`src/rtl/note_scroll_scheduler.sv`:
```
// Per-frame scroll-step sequencer: latches note speed at frame start and issues 1-3 steps.
// Optional SPEED_RAMP_EN: cur_speed moves at most one level toward the request per frame.
module note_scroll_scheduler #(
  parameter int POS_W       = 10,
  parameter int PX_PER_STEP = 1
) (
  input  logic             clk,
  input  logic             resetn,
  input  logic [1:0]       note_speed,
  input  logic             frame_tick,
  input  logic             pause,
  input  logic             step_ready,
  input  logic             clr_overrun,
  output logic             step_valid,
  output logic             busy,
  output logic [1:0]       cur_speed,
  output logic [POS_W-1:0] scroll_pos,
  output logic             frame_done,
  output logic             overrun
);

  localparam logic [1:0] S_IDLE  = 2'd0;
  localparam logic [1:0] S_ISSUE = 2'd1;
  localparam logic [1:0] S_DONE  = 2'd2;

  localparam logic [POS_W-1:0] STEP = POS_W'(PX_PER_STEP);

  logic [1:0]       state_q, state_d;
  logic [1:0]       speed_q, speed_d;
  logic [1:0]       rem_q, rem_d;
  logic             pend_q, pend_d;
  logic             ovr_q, ovr_d;
  logic [POS_W-1:0] pos_q, pos_d;
  logic [1:0]       req_spd;
  logic [1:0]       tgt_spd;
  logic             xfer;
  logic             lost;

  assign req_spd = (note_speed == 2'd0) ? 2'd1 : note_speed;

`ifdef SPEED_RAMP_EN
  always_comb begin
    tgt_spd = speed_q;
    if (speed_q < req_spd)
      tgt_spd = speed_q + 2'd1;
    else if (speed_q > req_spd)
      tgt_spd = speed_q - 2'd1;
  end
`else
  assign tgt_spd = req_spd;
`endif

  assign step_valid = (state_q == S_ISSUE);
  assign busy       = (state_q == S_ISSUE);
  assign frame_done = (state_q == S_DONE);
  assign cur_speed  = speed_q;
  assign scroll_pos = pos_q;
  assign overrun    = ovr_q;
  assign xfer       = step_valid && step_ready;

  always_comb begin
    state_d = state_q;
    speed_d = speed_q;
    rem_d   = rem_q;
    pend_d  = pend_q;
    pos_d   = pos_q;
    lost    = 1'b0;
    unique case (state_q)
      S_IDLE: begin
        if (frame_tick || pend_q) begin
          speed_d = tgt_spd;
          // a tick arriving with a queued frame is kept for the next one
          pend_d  = pend_q && frame_tick;
          if (pause) begin
            state_d = S_DONE;
          end else begin
            rem_d   = tgt_spd;
            state_d = S_ISSUE;
          end
        end
      end
      S_ISSUE: begin
        if (xfer) begin
          pos_d = pos_q + STEP;
          rem_d = rem_q - 2'd1;
          if (rem_q == 2'd1)
            state_d = S_DONE;
        end
      end
      S_DONE: begin
        state_d = S_IDLE;
      end
      default: begin
        state_d = S_IDLE;
      end
    endcase
    if (state_q != S_IDLE && frame_tick) begin
      if (pend_q)
        lost = 1'b1;
      else
        pend_d = 1'b1;
    end
  end

  always_comb begin
    ovr_d = ovr_q;
    if (lost)
      ovr_d = 1'b1;
    else if (clr_overrun)
      ovr_d = 1'b0;
  end

  always_ff @(posedge clk) begin
    if (!resetn) begin
      state_q <= S_IDLE;
      speed_q <= 2'd1;
      rem_q   <= 2'd0;
      pend_q  <= 1'b0;
      ovr_q   <= 1'b0;
      pos_q   <= '0;
    end else begin
      state_q <= state_d;
      speed_q <= speed_d;
      rem_q   <= rem_d;
      pend_q  <= pend_d;
      ovr_q   <= ovr_d;
      pos_q   <= pos_d;
    end
  end

endmodule

```
`config.mk`:
```
export PLATFORM = sky130hd
export DESIGN_NAME = note_scroll_scheduler
export DESIGN_NICKNAME = d
export VERILOG_FILES = /design/src/rtl/note_scroll_scheduler.sv
export SDC_FILE = /design/constraint.sdc
export NUM_CORES = 1
export LEC_CHECK = 0
export ABC_AREA = 0
export BUFFER_PORTS_ARGS = -buffer_cell sky130_fd_sc_hd__buf_2
export CORE_MARGIN = 8
export CORE_UTILIZATION = 25
export CTS_BUF_LIST = sky130_fd_sc_hd__clkbuf_8
export DETAILED_ROUTE_END_ITERATION = 16
export PLACE_DENSITY_LB_ADDON = 0.3
export SYNTH_ARGS = -nofsm -noshare
export SYNTH_HDL_FRONTEND = slang
export SYNTH_SLANG_ARGS = --single-unit
```
`constraint.sdc`:
```
create_clock -name clk -period 2.9 [get_ports clk]
set_clock_uncertainty 0.15 [all_clocks]
set_input_delay 0.58 -clock clk [delete_from_list [all_inputs] [get_ports clk]]
set_output_delay 0.58 -clock clk [all_outputs]
set_load 0.005 [all_outputs]
```
==> summary.md, run 1 <==
| Metric | Value |
|---|---|
| Outcome | `complete, no violations` |
| Drt drc | `0` |
| Cell taking the most area after synthesis | `dfxtp_1` |
| WP data arrival | `~1.3 ns` |
| Row cnt | `21` |
| 1st-iter DRT viols | `20` |
| Top-area cell type share of the netlist area | `0.404` |
| Max-slew violations | `0` |
| Core area | `3390 um^2` |
| Startpoint types | `flip-flop` |
| Post-DP HPWL | `1.46 mm` |
| Full die area | `5740 um^2` |
| Clk_lat worst skew | `about 0.25 ns` |
| Crit end category | `output port` |
| HP Class | `reg -> reg` |
| Leakage | `a little over 0.5 nW` |
| H-tree levels | `1` |
| Fmax | `497 MHz` |
| CP max FO | `14` |
| Critical path buffers and inverters | `2` |
| CP startpoint | `state_q[0]$_SDFFE_PN0P_` |
| Total negative slack | `0 ns` |
| RSZ-0062 raised after global routing | `false` |
| Seq/Total Area, Yosys | `0.404` |
| Net Count, Synth | `109` |
| Routed Antenna Nets | `0` |
| CTS resizes | `0` |
| Hold-fix buffers at CTS | `0` |
| Synthesis-stage register bit count | `18` |
| Mapped Cells | `99` |
| Fillcell total | `378` |
| Initial core utilization | `0.263` |
| Layout overhead on the synthesized area | `23.1%` |
| Placer Congestion | `~0.78` |
| Critical Setup Path Class | `reg -> out` |
| I/O Pins | `24` |
| VDD IR-drop max | `0.172 mV` |
| Layout net count | `133` |
| Tmin final | `around 2.0 ns` |
| Pwr Density | `486 nW/um^2` |
| Post-Synthesis Cell Area | `around 890 um^2` |
| Post-synth cell types | `35` |
| Rel. slew slack | `0.665` |
| Hold path endpoint | `overrun$_SDFFE_PN0P_` |
| Top_reg_cell synth | `dfxtp_1` |
| FF-to-FF End | `scroll_pos[4]$_SDFFE_PN0P_` |
| Power, Total | `534 uW` |
| Syn_area_per_cell | `9.01 um^2` |
| Vias per std cell | `4.40` |
| Die height | `75.7 um` |
| Ant. Diodes | `0` |
| Total track usage | `0.0720` |
| Syn. warnings | `0` |
| Delay-heaviest family, CP | `flip-flops` |
| Routed WL | `about 1.9 mm` |
| Port Buffers | `23` |
| R2R Path Start | `state_q[0]$_SDFFE_PN0P_` |
| Crit-path cells | `inv_2, nor2_1, buf_2` |
| Pre-CTS WS | `1.16 ns` |
| Final setup vio count | `0` |
| Top cells by area, synth | `dfxtp_1 (40%), and2_1 (4.9%), xor2_1 (4.9%)` |
| CTS tree | `done` |
| Hold depth | `2` |
| Layout cell share with drive strength beyond 1 | `0.262` |
| Worst R2R Path Depth | `3` |
| Vias in the first global route | `~750` |
| Count leader, synth | `dfxtp_1` |
| DRT Pass-1 Iters | `3` |
| Slowest stage delay, CP | `about 0.64 ns` |
| Slew @ Worst Pin | `~0.50 ns` |
| Fin worst setup slack | `0.890 ns` |
| Maximum clock path buffer count | `2` |
| WL/cell | `11.3 um` |
| Num CTS Buffers | `3` |
| Clock Pin Slew Worst Setup and Hold Paths | `0.07 ns` |
| Post-synth EDFFs | `0` |
| R2R setup slack | `1.24 ns` |
| Hold Fails Final Rpt | `0` |
| WP data required | `around 2.2 ns` |
| Worst Hold Launch | `overrun$_SDFFE_PN0P_` |
| Period Utilization, post-route | `0.693` |
| Die width | `75.7 um` |
| Max_cap viols | `0` |
| Most instantiated cells after synthesis | `dfxtp_1 (18), nand2_1 (8), and2_1 (7), nor2_1 (6)` |
| Pin count of the biggest net entering global routing | `19` |
| Clock sinks | `18` |
| Crit path max-delay cell type | `dfxtp_1` |
| Post-CTS Setup Inserts | `0` |
| Clock Tree Root | `clkbuf_8` |
| Initial antenna violation count | `0` |
| First-pass GRT wire length | `3.15 mm` |
| Grt total ovfl | `0` |
| Synth async-reset ratio | `0` |
| Via Count | `740` |
cell usage in the layout (no fill, tap or decap), types with 2 or more instances in the layout:
master	n
nor3_1	4
a21boi_0	3
xor2_1	5
mux2i_1	3
nor2_1	6
nand2_1	8
nand4_1	2
nand2b_1	2
dfxtp_1	18
a21boi_1	2
o211ai_1	2
nor4_2	2
nor2b_1	2
buf_2	23
o21ai_0	4
and2_1	7
or3_1	2
inv_1	5
ha_1	2
clkbuf_8	4
nand3_1	2
xnor2_1	2
sequential cells by signal (all words and copies together), names as in the netlist:
| name | flops |
|---|---|
| rem_q | 2 |
| scroll_pos | 10 |
| cur_speed | 2 |
| overrun | 1 |
| pend_q | 1 |
| state_q | 2 |
logic make-up after synthesis:
family,share of synthesized area
AND/OR/NAND/NOR,0.273
AO/OA/AOI/OAI,0.143
flip-flops,0.404
buffers and inverters,0.0491
XOR/XNOR,0.0687
multiplexers,0.0337
adder cells (fa/ha/maj),0.0280
routing by layer:
layer / routed length (um) / track usage / vias to the layer above
li1: - / - / 389
met1: 930 / 0.0833 / 335
met2: 862 / 0.116 / 14
met3: 91 / 0.0263 / 2
met4: 15 / 0.0320 / 0
met5: 0 / 0 / -
where the power goes:
part	leakage (nW)	internal (mW)	switching [mW]	total, mW
Clock	0.0288	0.121	0.0862	0.207
Sequential	0.146	0.257	0.0121	0.269
Combinational	0.328	0.0291	0.0290	0.0581
tightest hold or removal path, stage by stage, from the launching register on:
cell and delay (ns):
dfxtp_1 0.31, nand2b_1 0.06, a21boi_0 0.07
layout make-up:
| type | count | area, um^2 | area share |
|---|---|---|---|
| multi-input combinational | 71 | 488 | 0.444 |
| clock buffer | 4 | 55.1 | 0.0501 |
| tap | 46 | 57.6 | 0.0524 |
| timing repair buffer | 23 | 115 | 0.105 |
| inverter | 6 | 22.5 | 0.0205 |
| sequential | 18 | 360 | 0.328 |
through the flow:
step | util | std cells | hold WS, ns | area (um^2)
finish | 0.324 | 168 | 0.332 | 1100
global route | 0.324 | 168 | 0.360 | 1100
CTS | 0.324 | 168 | 0.346 | 1100
detailed placement | 0.308 | 164 | 0.321 | 1040
global placement | 0.308 | 164 | 0.310 | 1040
floorplan | - | 99 | 0.316 | 892
worst max path at each step:
stage               slack, ns  cells past startpoint                         end
CTS                      0.88                      3                        busy
global route             0.76                      3                        busy
global placement         1.17                      5  scroll_pos[9]$_SDFFE_PN0P_
floorplan                1.21                      4                  step_valid
detailed placement       1.16                      3                        busy
finish                   0.89                      3                        busy
No activity file was read; power rests on OpenSTA's default activity.
==> inputs of run 2 (changes only) <==
==> constraint.sdc (replaced) <==
create_clock -name clk -period 2.1 [get_ports clk]
set_clock_uncertainty 0.15 [all_clocks]
set_input_delay 0.42 -clock clk [delete_from_list [all_inputs] [get_ports clk]]
set_output_delay 0.42 -clock clk [all_outputs]
set_load 0.005 [all_outputs]
==> run 2 against run 1 <==
Clock power rose by 38%; sequential power rose by 38%; sequential cell count did not move; sequential share of layout area did not move; highest routed layer unchanged.
==> summary.md, run 2 (same netlist as run 1, synthesis figures left out) <==
| Metric | Value |
|---|---|
| Pwr Density | `674 nW/um^2 (was 486 nW/um^2)` |
| Routed length on met3 | `140 um (was 91 um)` |
| Met2 WL | `932 um (was 862 um)` |
| Top Layer Used | `met4 (unchanged)` |
| Hold depth | `3 (was 2)` |
| Full die area | `5740 um^2 (unchanged)` |
| CP startpoint | `state_q[0]$_SDFFE_PN0P_ (unchanged)` |
| Power, Total | `740 uW (was 534 uW)` |
| Post-CTS Setup Inserts | `0 (unchanged)` |
| Maximum clock path buffer count | `2 (unchanged)` |
| Fillcell total | `370 (was 378)` |
| Vias per std cell | `4.49 (was 4.40)` |
| CTS resizes | `0 (unchanged)` |
| Grt total ovfl | `0 (unchanged)` |
| WP data arrival | `1.30 ns (was 1.28 ns)` |
| Crit-path cells | `inv_2, nor2_1, buf_2 (unchanged)` |
| Tmin final | `about 1.9 ns` |
| Worst hold margin | `0.287 ns (was 0.332 ns)` |
| WP data required | `1.53 ns (was 2.17 ns)` |
| I/O Pins | `24 (unchanged)` |
| Fmax | `535 MHz` |
| Max reg flops | `10 (unchanged)` |
| Leakage | `0.503 nW (unchanged)` |
| Crit end category | `output port (unchanged)` |
| WL/cell | `11.7 um (was 11.3 um)` |
| First-pass GRT wire length | `3.30 mm (was 3.15 mm)` |
| Num CTS Buffers | `3 (unchanged)` |
| Initial antenna violation count | `0 (unchanged)` |
| Drt drc | `0 (unchanged)` |
| Crit path max-delay cell type | `dfxtp_1 (unchanged)` |
| Total negative slack | `0 ns (unchanged)` |
| Clock Tree Root | `clkbuf_8 (unchanged)` |
| 1st-iter DRT viols | `35 (was 20)` |
| Max_cap viols | `0 (unchanged)` |
| Final setup vio count | `0 (unchanged)` |
| DRT Pass-1 Iters | `4 (was 3)` |
| Layout overhead on the synthesized area | `23.1% (unchanged)` |
| Most frequent cells in the layout | `buf_2 (23), dfxtp_1 (18), nand2_1 (8) (unchanged)` |
| Critical Setup Path Class | `reg -> out (unchanged)` |
| Pin count of the biggest net entering global routing | `19 (unchanged)` |
| Period Utilization, post-route | `0.890` |
| Slew @ Worst Pin | `0.508 ns (was 0.502 ns)` |
| CTS tree | `done (unchanged)` |
| Clock Pin Slew Worst Setup and Hold Paths | `0.07 ns (about the same)` |
| Routed WL | `1.96 mm (was 1.90 mm)` |
| Total track usage | `0.0751 (was 0.0720)` |
| Slowest stage delay, CP | `0.64 ns (about the same)` |
| Row cnt | `21 (unchanged)` |
| Vias in the first global route | `774 (was 749)` |
| Clock sinks | `18 (unchanged)` |
| Hold-fix buffers at CTS | `0 (unchanged)` |
| CP max FO | `14 (unchanged)` |
| Wl on met1 | `868 um (was 930 um)` |
| Clk_lat worst skew | `0.26 ns (was 0.25 ns)` |
| Most common cell after layout, fill and taps aside | `buf_2 (unchanged)` |
| Worst R2R Path Depth | `4 (was 3)` |
| Max-slew violations | `0 (unchanged)` |
| RSZ-0062 raised after global routing | `false (unchanged)` |
| Core area | `3390 um^2 (unchanged)` |
| Placer Congestion | `0.836 (was 0.775)` |
| Layout cell share with drive strength beyond 1 | `0.262 (unchanged)` |
| Die height | `75.7 um (unchanged)` |
| R2R Path Start | `state_q[0]$_SDFFE_PN0P_ (unchanged)` |
| Hold Fails Final Rpt | `0 (unchanged)` |
| Via Count | `755 (was 740)` |
| Initial core utilization | `0.263 (unchanged)` |
| Worst Hold Launch | `clr_overrun (was overrun$_SDFFE_PN0P_)` |
| Outcome | `complete, no violations (unchanged)` |
| Routed Antenna Nets | `0 (unchanged)` |
| Ant. Diodes | `0 (unchanged)` |
| H-tree levels | `1 (unchanged)` |
| Post-DP HPWL | `1.46 mm (about the same)` |
| VDD IR-drop max | `0.475 mV (was 0.172 mV)` |
| Layout net count | `133 (unchanged)` |
| Port Buffers | `23 (unchanged)` |
| Rel. slew slack | `0.661 (was 0.665)` |
| Die width | `75.7 um (unchanged)` |
| HP Class | `in -> reg (was reg -> reg)` |
| Startpoint types | `flip-flop (unchanged)` |
run 2: area by class of cell:
cell class              count  area (um^2)  area share
clock buffers               4         55.1      0.0501
multi-input cells          71          488       0.444
repair buffers             23          115       0.105
inverters                   6         22.5      0.0205
well taps                  46         57.6      0.0524
flip-flops and latches     18          360       0.328
run 2: routing by layer:
layer,up-vias,track usage
met3,4,0.0395
li1,387,-
met5,-,0
met2,18,0.119
met4,0,0.0320
met1,346,0.0820
run 2: where the power goes:
part | switching, mW | internal, mW
Combinational | 0.0415 | 0.0403
Sequential | 0.0174 | 0.355
Clock | 0.119 | 0.167
run 2: worst paths after layout:
check                                     to  slack (ns)
hold / removal          overrun$_SDFFE_PN0P_        0.29
hold reg to reg         overrun$_SDFFE_PN0P_        0.34
setup / recovery                  step_valid        0.23
setup reg to reg  scroll_pos[8]$_SDFFE_PN0P_        0.41
run 2: worst max-delay path: cells and delay by family (launching register included):
kind                   cells  cell delay [ns]
and+or+nand+nor            1             0.15
buffers and inverters      2             0.25
DFF                        1             0.64
run 2: through the flow:
stage | instance area, um^2 | worst slack, ns | std cells | utilization
finish | 1100 | 0.230 | 168 | 0.324
global route | 1100 | 0.102 | 168 | 0.324
CTS | 1100 | 0.215 | 168 | 0.324
detailed placement | 1040 | 0.429 | 164 | 0.308
global placement | 1040 | 0.498 | 164 | 0.308
floorplan | 892 | 0.574 | 99 | -
